--- src/rtl/raster_scan_ctrl.sv ---
// Frame sequencer: gates one frame of a ready/valid pixel stream per start and
// tags every pixel with its column/row and line/frame boundary markers.
module raster_scan_ctrl #(
  parameter int width_p      = 640,
  parameter int height_p     = 480,
  parameter int data_width_p = 8
) (
  input  logic                        clk_i,
  input  logic                        reset_ni,
  input  logic                        start_i,
  input  logic                        abort_i,
  output logic                        busy_o,
  output logic                        done_o,
  input  logic                        valid_i,
  output logic                        ready_o,
  input  logic [data_width_p-1:0]     data_i,
  output logic                        valid_o,
  input  logic                        ready_i,
  output logic [data_width_p-1:0]     data_o,
  output logic [$clog2(width_p)-1:0]  col_o,
  output logic [$clog2(height_p)-1:0] row_o,
  output logic                        sol_o,
  output logic                        eol_o,
  output logic                        sof_o,
  output logic                        eof_o
);

  localparam int col_w_lp = $clog2(width_p);
  localparam int row_w_lp = $clog2(height_p);
  localparam logic [col_w_lp-1:0] col_last_lp = col_w_lp'(width_p - 1);
  localparam logic [row_w_lp-1:0] row_last_lp = row_w_lp'(height_p - 1);

  typedef enum logic [1:0] {
    IDLE   = 2'd0,
    ACTIVE = 2'd1,
    DONE   = 2'd2
  } state_e;

  state_e              state_q;
  logic [col_w_lp-1:0] col_q;
  logic [row_w_lp-1:0] row_q;
  logic                active;
  logic                col_last;
  logic                row_last;

  assign active   = (state_q == ACTIVE);
  assign col_last = (col_q == col_last_lp);
  assign row_last = (row_q == row_last_lp);

  // Abort wins over a coincident handshake, so that beat is never counted.
  always_ff @(posedge clk_i) begin
    if (!reset_ni) begin
      state_q <= IDLE;
      col_q   <= '0;
      row_q   <= '0;
    end else begin
      unique case (state_q)
        IDLE: begin
          if (start_i) begin
            state_q <= ACTIVE;
            col_q   <= '0;
            row_q   <= '0;
          end
        end
        ACTIVE: begin
          if (abort_i) begin
            state_q <= IDLE;
            col_q   <= '0;
            row_q   <= '0;
          end else if (valid_i && ready_i) begin
            if (col_last) begin
              col_q <= '0;
              if (row_last) begin
                row_q   <= '0;
                state_q <= DONE;
              end else begin
                row_q <= row_q + 1'b1;
              end
            end else begin
              col_q <= col_q + 1'b1;
            end
          end
        end
        DONE:    state_q <= IDLE;
        default: state_q <= IDLE;
      endcase
    end
  end

  // Zero-latency pass-through; outside ACTIVE both directions are held off.
  assign valid_o = active & valid_i;
  assign ready_o = active & ready_i;
  assign data_o  = data_i;

  assign busy_o = active;
  assign done_o = (state_q == DONE);
  assign col_o  = col_q;
  assign row_o  = row_q;

  assign sol_o = active & (col_q == '0);
  assign eol_o = active & col_last;
  assign sof_o = sol_o & (row_q == '0);
  assign eof_o = eol_o & row_last;

endmodule

--- config.mk ---
export PLATFORM = sky130hd
export DESIGN_NAME = raster_scan_ctrl
export DESIGN_NICKNAME = d
export VERILOG_FILES = /design/src/rtl/raster_scan_ctrl.sv
export SDC_FILE = /design/constraint.sdc
export NUM_CORES = 1
export LEC_CHECK = 0
export ABC_AREA = 1
export CAP_MARGIN = 20
export CORE_UTILIZATION = 48
export DETAILED_ROUTE_END_ITERATION = 12
export GPL_TIMING_DRIVEN = 0
export PLACE_DENSITY = 0.95
export SETUP_SLACK_MARGIN = 0.5
export SLEW_MARGIN = 15
export SYNTH_ARGS = -nofsm -noshare
export SYNTH_HDL_FRONTEND = slang
export SYNTH_SLANG_ARGS = --single-unit
--- constraint.sdc ---
create_clock -name clk_i -period 4.4 [get_ports clk_i]
set_input_delay 0.88 -clock clk_i [delete_from_list [all_inputs] [get_ports clk_i]]
set_output_delay 0.88 -clock clk_i [all_outputs]
set_load 0.02 [all_outputs]
-- Word level (Yosys, flattened, before mapping)
Cells that the tools add are included.
- flip-flop bits (word level): 21
- input port bits: 14
- output and inout bits: 35
- word-level logic and storage cells: 44
- add/subtract/negate cells: 2
- equality and inequality tests: 8
- muxes and demuxes: 17
- bitwise gates (word level): 6
- reductions and logical operators: 8
- operators by type and width (operator ; count):
    $mux W9 ; 5
    $mux W10 ; 4
    $pmux W10 S2 ; 1
    $pmux W9 S2 ; 1
    $add A10 B1 Y10 const B ; 1
    $eq A10 B10 Y1 const B ; 1
    $logic_not A10 Y1 ; 1
    $mux W2 ; 5
    $add A9 B1 Y9 const B ; 1
    $eq A9 B9 Y1 const B ; 1
    $logic_not A9 Y1 ; 1
    $ne A3 B2 Y1 const B ; 3
    $reduce_and A4 Y1 ; 2
    $and A1 B1 Y1 ; 6
    $pmux W2 S2 ; 1
    $reduce_and A3 Y1 ; 1
    $eq A2 B1 Y1 const B ; 1
    $eq A2 B2 Y1 const B ; 1
    $logic_not A2 Y1 ; 1
    $ne A2 B2 Y1 const B ; 1
    $reduce_bool A2 Y1 ; 1
    $logic_and A1 B1 Y1 ; 1

-- Depth between registers and ports, before layout
- depth in word-level cells: 6
- mapped depth: 11
- mapped depth without buffers: 10

-- Least setup slack after synthesis
Ideal clock, no wire load.
- path kind: reg-to-output
- start: reg row_q[0], in the netlist row_o[0]
- end: out eof_o
- data arrival time: 1.669 ns
- required time: 3.520 ns
- slack: 1.851 ns
- cell stages (with the launch flop): 6
- buffers on the path: 0
- cells stage by stage: dfxtp_1 > ha_1 > nand3_1 > nor2_1 > nand4_1 > nor3_1
- longest elaborated chain between the ends: 2
- RTL lines (what ; line ; RTL):
    start: declaration ; 41 ; logic [row_w_lp-1:0] row_q;
    start signal: assignment ; 77 ; row_q <= row_q + 1'b1;
    $eq A9 B9 Y1 ; 48 ; assign row_last = (row_q == row_last_lp);
    $and A1 B1 Y1 ; 103 ; assign eof_o = eol_o & row_last;
    end: declaration ; 25 ; output logic eof_o
No other way between the ends.

-- Worst setup path after layout
Ends and elaborated chain as after synthesis.

==> metrics.md <==
| Metric | Value |
|---|---|
| Final Skew | `0.00136 ns` |
| Seq pwr share | `46.3%` |
| Synthesis-to-finish area growth | `34.2%` |
| CTS buffer count | `3` |
| Initial core utilization | `52.8%` |
| DR pass1 iterations | `4` |
| Clock H-tree levels | `1` |
| First-pass GRT wire length | `4.93 mm` |
| Die ar. | `3040 um^2` |
| DRC violations left | `0` |
| Ys Warns | `0` |
| Crit-path slowest cell | `clkdlybuf4s50_1` |
| Clock tree buffer depth | `2` |
| I/O Buffers | `40` |
| Post-Synthesis Cells | `189` |
| Post-CTS Resized | `0` |
| CTS tree | `yes` |
| Final #Nets | `252` |
| Startpoint types | `register` |
| Combinational share of power | `31.4%` |
| Final antenna-violating net count | `0` |
| Worst hold path type | `register to register` |
| Largest net degree at the start of global routing | `12` |
| PwrDens | `244 nW/um^2` |
| Clock network power share | `22.3%` |
| Internal power | `0.293 mW` |
| Avg Synthesized Cell Area | `7.18 um^2` |
| IO Pins | `49` |
| Hold_ws | `0.512 ns` |
| Setup TNS | `0 ns` |
| Sequential-to-total area share from yosys stat | `31.0%` |
| Die Wd | `55.2 um` |
| Critical path cell sequence | `ha_1, nand3_1, nor2_1, nand4_1, nor3_1, clkdlybuf4s50_1` |
| Total GRT Usage | `22.9%` |
| Min-delay src | `col_o[3]` |
| Ant diodes | `0` |
| P_sw | `0.150 mW` |
| Post-CTS repair timing setup buffer count | `0` |
| Critical path required time | `3.52 ns` |
| Register bit count reported by yosys | `21` |
| Leak | `0.691 nW` |
| Tot Pwr | `0.444 mW` |
| Crit Path Max Fanout | `5` |
| Placed Area | `1790 um^2` |
| GRT overflow | `0` |
| Worst Setup SP | `row_o[0]` |
| Yosys cell types | `34` |
| Critical path class | `register to output pin` |
| Root buffer cell | `clkbuf_4` |
| Slew Viols, Final | `0` |
| Core area | `2570 um^2` |
| Height of the die | `55.2 um` |
| Final instance area | `1820 um^2` |
| Max-Cap Viols | `0` |
| Worst-path clk slew | `0.12 ns` |
| Worst-margin pin slew | `0.344 ns` |
| Detailed Place HPWL | `2.42 mm` |
| Hold buffer count at cts | `0` |
| Fin crit period | `3.27 ns` |
| Hold Violations, Final | `0` |
| Cells after DPL | `259` |
| Routed wire length per instance | `12.1 um` |
| Final Setup Violations | `0` |
| Vias in the first global route | `1161` |
| Routed wire length | `3.18 mm` |
| Final worst-path cycle share | `74.2%` |
| Max VDD drop | `0.000237 V` |
| Clk_lat worst skew | `0.31 ns` |
| Vias | `1404` |
| Placer congestion estimate | `0.878` |
| Syn nets | `207` |
| Vias per cell | `5.34` |
| Fmax | `306 MHz` |
| Sw frac | `33.9%` |
| Post-Layout Cell Count | `263` |
| RSZ-0062 raised after global routing | `false` |
| Mapped Area | `1360 um^2` |
| Drt initial violations | `61` |
| Sink Count | `21` |
| Slowest stage delay, CP | `0.64 ns` |
| Slew headroom | `76.9%` |
| Core Rows | `18` |
| Endpoint class of the critical path | `output pin` |
| Initial antenna violation count | `0` |
| RR Startpoint | `row_o[0]` |
| Worst EP arrival | `2.39 ns` |
| Layout cells sized above 1 | `14.6%` |
| Status | `finished clean` |
[final timing paths]
kind / cells past startpoint / end / slack (ns)
setup / recovery: 6 / eof_o / 1.13
hold / removal: 2 / col_o[4] / 0.51
setup reg to reg: 8 / state_q[0] / 2.55
hold reg to reg: 2 / col_o[4] / 0.51
[metal layers]
layer | GRT usage (%) | share of wire, % | up-vias | wire length, um
met1 | 28.6 | 44 | 631 | 1400
met2 | 39.2 | 47 | 63 | 1480
li1 | - | - | 701 | -
met4 | 8.33 | 1.6 | 0 | 50
met3 | 4.10 | 7.8 | 9 | 249
met5 | 0 | 0 | - | 0
[worst max-delay path, delay by kind of cell (launching register included)]
kind | cells | cell delay [ns]
flip-flops | 1 | 0.45
adder cells (fa/ha/maj) | 1 | 0.23
buffers and inverters | 1 | 0.64
AND/OR/NAND/NOR | 4 | 0.76
[cell usage after synthesis, drive strengths merged]
library cell,number,area (um^2)
xnor2,1,8.76
nand2,29,156
nor2,27,120
a21oi,12,71.3
nand4,7,43.8
nor3b,1,7.51
a31oi,1,6.26
or2,1,6.26
nor3,11,55.1
clkinv,1,5.00
buf,10,76.3
xor2,2,17.5
o21a,1,15.0
a211oi,1,7.51
o21ai,11,66.3
dfxtp,21,420
ha,4,50.1
nand3,13,77.6
inv,31,119
o31ai,1,7.51
nor4,3,18.8
[area by class of cell]
| cell class | instances | area [um^2] |
|---|---|---|
| tap | 30 | 37.5 |
| sequential | 21 | 420 |
| multi-input combinational | 126 | 736 |
| timing repair buffer | 40 | 400 |
| clock buffer | 4 | 26.3 |
| buffer | 10 | 76.3 |
| fill | 223 | 747 |
| inverter | 32 | 124 |
[kinds of logic (layout without fill, tap and decap cells)]
logic type	after synthesis	after routing	synth area share (%)
AND/OR/NAND/NOR	92	92	35.8
buffers and inverters	42	86	14.8
AO/OA/AOI/OAI	27	27	12.8
flip-flops	21	21	31.0
adder cells (fa/ha/maj)	4	4	3.69
XOR/XNOR	3	3	1.94
[cells in the final DEF, fill, tap and decap left out]
cell,count
nand2_2,3
inv_4,1
nor3b_1,1
nand2_4,1
clkbuf_4,3
clkbuf_1,1
or2_2,1
clkinv_2,1
nand4_1,7
nand2_8,2
inv_1,28
a211oi_1,1
xor2_1,2
a21oi_1,9
nor2_2,1
dfxtp_1,21
nand3_1,12
a31oi_1,1
ha_1,4
o21a_4,1
inv_2,2
o21ai_0,5
buf_4,8
buf_2,1
o21ai_1,3
buf_6,1
o21ai_2,3
nor4_1,3
nor2_1,25
xnor2_1,1
o31ai_1,1
nand2_1,23
nand3_4,1
nor2_8,1
clkdlybuf4s50_1,40
a21oi_2,3
nor3_1,11
[registers in the layout (all words and copies together), names as in the netlist]
register  flops
col_o        10
row_o         9
state_q       2
[power groups by stage]
stage | sequential, mW | combinational [mW] | clock, mW
6_report | 0.206 | 0.139 | 0.0988
3_3_place_gp | 0.209 | 0.136 | 0
4_1_cts | 0.205 | 0.139 | 0.0969
2_1_floorplan | 0.214 | 0.0876 | 0
5_1_grt | 0.207 | 0.151 | 0.107
3_5_place_dp | 0.210 | 0.139 | 0
[metrics by stage]
step,util [%],worst slack (ns)
2_1_floorplan,-,1.85
3_3_place_gp,69.9,1.41
3_5_place_dp,69.9,1.39
4_1_cts,70.9,1.19
5_1_grt,70.9,0.930
6_report,70.9,1.13
Power figures use the tool's default switching activity.
